$ cat src/rtl/serial_cmp_pkg.sv
// rtl/serial_cmp_pkg.sv - shared types and constants for the serial magnitude comparator
package serial_cmp_pkg;

  typedef enum logic [1:0] {
    IDLE = 2'd0,
    RUN  = 2'd1,
    DONE = 2'd2
  } state_t;

  localparam int SLICE_W = 2;

  // Result code packed as {gt, lt, eq}; exactly one bit is set for a valid result.
  typedef logic [2:0] res_t;

  localparam res_t RES_EQ = 3'b001;
  localparam res_t RES_LT = 3'b010;
  localparam res_t RES_GT = 3'b100;

  function automatic res_t pack_res(input logic gt, input logic lt, input logic eq);
    return {gt, lt, eq};
  endfunction

endpackage

$ cat src/rtl/serial_cmp_ctrl_comparator_2bit.sv
// rtl/serial_cmp_ctrl_comparator_2bit.sv - 2-bit unsigned magnitude comparator slice
module comparator_2bit (
  input  logic [1:0] a,
  input  logic [1:0] b,
  output logic       eq,
  output logic       lt,
  output logic       gt
);

  assign eq = (a == b);
  assign lt = (a < b);
  assign gt = (a > b);

endmodule

$ cat src/rtl/serial_cmp_ctrl.sv
// rtl/serial_cmp_ctrl.sv - MSB-first serial compare of two WIDTH-bit operands, 2 bits per cycle
// Optional build macro: SERIAL_CMP_EARLY_EXIT_EN (finish on the first differing slice).
module serial_cmp_ctrl
  import serial_cmp_pkg::*;
#(
  parameter int WIDTH = 8
) (
  input  logic             clk,
  input  logic             rst,
  input  logic             in_valid,
  output logic             in_ready,
  input  logic [WIDTH-1:0] a,
  input  logic [WIDTH-1:0] b,
  output logic             out_valid,
  input  logic             out_ready,
  output logic             eq,
  output logic             lt,
  output logic             gt,
  output logic             busy
);

  localparam int NS    = WIDTH / SLICE_W;
  localparam int IDX_W = (NS > 1) ? $clog2(NS) : 1;
  localparam logic [IDX_W-1:0] IDX_TOP = IDX_W'(NS - 1);

  state_t             state;
  logic [WIDTH-1:0]   a_q;
  logic [WIDTH-1:0]   b_q;
  logic [IDX_W-1:0]   idx;

  logic [SLICE_W-1:0] a_sl;
  logic [SLICE_W-1:0] b_sl;
  logic               sl_eq;
  logic               sl_lt;
  logic               sl_gt;
  res_t               sl_res;

`ifndef SERIAL_CMP_EARLY_EXIT_EN
  // First differing slice seen during a constant-latency walk.
  logic               sticky_vld;
  res_t               sticky_res;
`endif

  // Select the current 2-bit slice of both latched operands.
  always_comb begin
    a_sl = '0;
    b_sl = '0;
    for (int i = 0; i < NS; i++) begin
      if (idx == IDX_W'(i)) begin
        a_sl = a_q[SLICE_W*i +: SLICE_W];
        b_sl = b_q[SLICE_W*i +: SLICE_W];
      end
    end
  end

  comparator_2bit u_slice (
    .a  (a_sl),
    .b  (b_sl),
    .eq (sl_eq),
    .lt (sl_lt),
    .gt (sl_gt)
  );

  assign sl_res = pack_res(sl_gt, sl_lt, sl_eq);

  // Sequencer: accept a pair, walk slices MSB-first, hold the result until taken.
  always_ff @(posedge clk or posedge rst) begin
    if (rst) begin
      state      <= IDLE;
      in_ready   <= 1'b1;
      out_valid  <= 1'b0;
      eq         <= 1'b0;
      lt         <= 1'b0;
      gt         <= 1'b0;
      busy       <= 1'b0;
      idx        <= IDX_TOP;
      a_q        <= '0;
      b_q        <= '0;
`ifndef SERIAL_CMP_EARLY_EXIT_EN
      sticky_vld <= 1'b0;
      sticky_res <= '0;
`endif
    end else begin
      case (state)
        IDLE: begin
          if (in_valid && in_ready) begin
            a_q        <= a;
            b_q        <= b;
            idx        <= IDX_TOP;
            in_ready   <= 1'b0;
            busy       <= 1'b1;
            state      <= RUN;
`ifndef SERIAL_CMP_EARLY_EXIT_EN
            sticky_vld <= 1'b0;
            sticky_res <= '0;
`endif
          end
        end

        RUN: begin
`ifdef SERIAL_CMP_EARLY_EXIT_EN
          // A differing slice decides the magnitude order; equal all the way down means eq.
          if (!sl_eq) begin
            {gt, lt, eq} <= sl_res;
            out_valid    <= 1'b1;
            state        <= DONE;
          end else if (idx == '0) begin
            {gt, lt, eq} <= RES_EQ;
            out_valid    <= 1'b1;
            state        <= DONE;
          end else begin
            idx <= idx - IDX_W'(1);
          end
`else
          // Always walk every slice; the first difference wins and is kept sticky.
          if (idx == '0) begin
            {gt, lt, eq} <= sticky_vld ? sticky_res : sl_res;
            out_valid    <= 1'b1;
            state        <= DONE;
          end else begin
            idx <= idx - IDX_W'(1);
            if (!sticky_vld && !sl_eq) begin
              sticky_vld <= 1'b1;
              sticky_res <= sl_res;
            end
          end
`endif
        end

        DONE: begin
          if (out_ready) begin
            out_valid <= 1'b0;
            eq        <= 1'b0;
            lt        <= 1'b0;
            gt        <= 1'b0;
            busy      <= 1'b0;
            in_ready  <= 1'b1;
            state     <= IDLE;
          end
        end

        default: begin
          state     <= IDLE;
          in_ready  <= 1'b1;
          out_valid <= 1'b0;
          busy      <= 1'b0;
        end
      endcase
    end
  end

endmodule

$ cat config.mk
export PLATFORM = sky130hd
export DESIGN_NAME = serial_cmp_ctrl
export DESIGN_NICKNAME = d
export VERILOG_FILES = /design/src/rtl/serial_cmp_pkg.sv /design/src/rtl/serial_cmp_ctrl_comparator_2bit.sv /design/src/rtl/serial_cmp_ctrl.sv
export SDC_FILE = /design/constraint.sdc
export NUM_CORES = 1
export LEC_CHECK = 0
export CAP_MARGIN = 40
export CORE_MARGIN = 1.5
export CORE_UTILIZATION = 45
export DETAILED_ROUTE_END_ITERATION = 8
export PLACE_DENSITY = 0.73
export RECOVER_POWER = 100
export SLEW_MARGIN = 40
export SYNTH_ARGS = -nofsm -noshare
export SYNTH_HDL_FRONTEND = slang
export SYNTH_SLANG_ARGS = --single-unit
$ cat constraint.sdc
create_clock -name clk -period 2.1 [get_ports clk]
set_clock_uncertainty 0.05 [all_clocks]
set_input_delay 0.315 -clock clk [delete_from_list [all_inputs] [get_ports clk]]
set_output_delay 0.315 -clock clk [all_outputs]
set_load 0.02 [all_outputs]
==> impl_metrics.toml <==
[critical_path]
reg2reg_slack_ns = -0.12
arrival_ns = 2.42
r2r_end = "gt"
endpoint = "gt"
path_class = "register to register"
worstSetupEndpointType = "register"
cp_data_required_time_ns = 2.30
worst-path-max-fanout = 7
reg2regPathDepth = 9
r2r_start = "idx[0]"
startpoint = "idx[0]"
worstSetupStartpointType = "register"

[detailed_routing]
drtAntennaViolNets = 0
totalWireLength_microns = 2920
initialDrtViolationCount = 35
drcViolationCount = 0
vias = 1116
vias_per_cell = 5.12
wl_per_cell_microns = 13.4
dr.pass1.iters = 4

[logic_synthesis]
yosys_warnings = 0
syn_area_sq_mm = 0.00146
ys_types = 30
syn_inst = 136
synth_fp_nets = 162
synthTopCellsByArea = "dfrtp_1, mux2_2, dfstp_2, ha_1, nand2_1"
synth_seq_cells = 30
synth_top_area_share = 0.464
yosysSeqAreaShare = 0.518
syn_area_per_cell_sq_um = 10.7
synth.largest_area_cell = "dfrtp_1"

[layout]
final_common_cell = "dfrtp_1"
nets = 199
synthToLayoutAreaGrowth_pct = 32.0
final_cell_mix = "dfrtp_1, clkdlybuf4s50_1, nand2_1, mux2_2, a21oi_1"
final_area_sq_mm = 0.00192
drive_above_1_share = 0.264
fin_cells = 218
diodes = 0
fill_cells = 247
post-route-util = 0.630

[placement]
port_buffers = 25
dp_cells = 206
hpwl_microns = 2180
gp_congestion = 0.724
placed_area_sq_mm = 0.00183

[sta]
slew_headroom = 0.529
setup_viol = 5
final_hold_viol_count = 0
max_freq_mhz = 450
finalMaxSlewViolations = 0
fin_ws_ns = -0.122
rsz0062_at_grt = "true"
tightest_slew_ns = 0.706
fin_tns_setup_ns = -0.457
period_needed_ns = 2.22
period_share = 1.06

[pwr]
seqPwrFrac = 0.369
combPwrFrac = 0.501
p_leak_nw = 0.846
p_int_mw = 1.72
power_density_mw_per_mm2 = 1410
switching_share = 0.365
clkPwrFrac = 0.130
power_mw = 2.71
p_switching_mw = 0.991
vdd_ir_drop_max_mv = 0.727

[cts]
cts_buffer_depth = 2
holdBufCountCts = 0
worstSkewPairLatency_ns = 0.34
cts_tree = "yes"
cts.clk_slew.worst_paths_ns = 0.09
cts_root_buffer = "clkbuf_4"
cts_buffers = 5
htree_levels = 2
clock-sinks = 30

[die]
rows = 20
design.core.area_sq_mm = 0.00305
fp.dieH_microns = 59.9
die_x_microns = 59.9
pin_count = 26
start_util = 0.477
fp.dieArea_sq_mm = 0.00359

[global_route]
overflow = 0
antenna_found_initial = 0
grt_pass1_vias = 1175
track_usage = 0.194
grt_first_pass_wirelength_microns = 5020
grt_max_degree = 31

[hold_path]
hold_class = "register to register"
hold_path_depth = 2

[run_status]
violations = "setup timing"
status = "complete, but fails checks"

[job]
cap_violations = 0
what timing repair did:
action / in CTS / in global routing
gates resized for setup: 6 / 3
endpoints found under the setup margin: 6 / 6
pin swaps: 5 / 1
buffers inserted: 4 / 0
worst max-delay path, cell delays in order (launching register included):
cell	delay [ns]
dfstp_2	0.57
inv_2	0.06
ha_4	0.18
a21oi_2	0.09
o21ai_1	0.07
a22o_1	0.20
ha_1	0.32
a21o_1	0.20
o21bai_1	0.16
a311oi_1	0.21
power by group through the flow:
stage                     clock, mW  combinational (mW)  sequential [mW]
after detailed placement          0                1.27             1.02
after floorplan                   0               0.935            0.981
after global routing          0.391                1.51             1.03
after global placement            0                1.21             1.01
after CTS                     0.362                1.36             1.00
final                         0.353                1.36             1.00
area by class of cell:
class                   instances  area (sq um)  share of cell area
well taps                      44          55.1              0.0286
multi-input cells              91           677               0.352
inverters                       9          33.8              0.0176
repair buffers                 36           343               0.178
flip-flops and latches         30           754               0.393
clock buffers                   8          58.8              0.0306
Yosys cell counts:
| cell | number |
|---|---|
| nor3_1 | 1 |
| a311oi_1 | 1 |
| a2bb2oi_1 | 1 |
| buf_1 | 1 |
| dfstp_2 | 3 |
| a21o_1 | 2 |
| o21ai_0 | 11 |
| or2_2 | 2 |
| nor2_1 | 6 |
| inv_1 | 9 |
| a211oi_1 | 2 |
| nor3b_2 | 1 |
| a21boi_0 | 1 |
| o2bb2ai_2 | 1 |
| a22o_1 | 4 |
| buf_4 | 1 |
| a21oi_1 | 12 |
| ha_1 | 6 |
| nor4bb_1 | 1 |
| nor2b_1 | 2 |
| nand2_1 | 18 |
| o31a_1 | 1 |
| buf_2 | 1 |
| clkbuf_1 | 2 |
| dfrtp_1 | 27 |
| o21bai_1 | 1 |
| and2_1 | 2 |
| mux2_2 | 12 |
| buf_12 | 1 |
| a22oi_1 | 3 |
cell families (layout without fill, tap and decap cells):
logic type      count (synthesis)  after routing  synth area share
mux                            12             12            0.0928
flops                          30             30             0.518
compound gates                 40             40             0.178
buf+inv                        15             53            0.0533
simple gates                   33             33             0.107
fa+ha+maj                       6              6            0.0515
metrics by stage:
stage	hold slack, ns	setup slack (ns)
floorplan	0.336	-0.129
CTS	0.319	-0.156
detailed placement	0.416	-0.238
global placement	0.412	-0.123
finish	0.433	-0.122
global route	0.466	-0.213
routing by layer:
metal	up-vias	share of wire	track usage
met2	17	0.51	0.318
met3	6	0.038	0.0758
met4	0	0.016	0.0889
met1	546	0.44	0.221
met5	-	0	0
li1	547	-	-
state kept, by name, indices dropped and copies added, names as in the netlist:
register / flops
b_q: 8
eq: 1
gt: 1
sticky_vld: 1
busy: 1
out_valid: 1
sticky_res: 3
idx: 2
state: 2
lt: 1
a_q: 8
in_ready: 1
worst min-delay path by stage:
stage,from,to
finish,out_valid,out_valid
global route,in_ready,in_ready
CTS,rst,a_q[4]
detailed placement,out_valid,out_valid
global placement,out_valid,out_valid
floorplan,in_valid,in_ready
(Power assumes the default switching activity.)
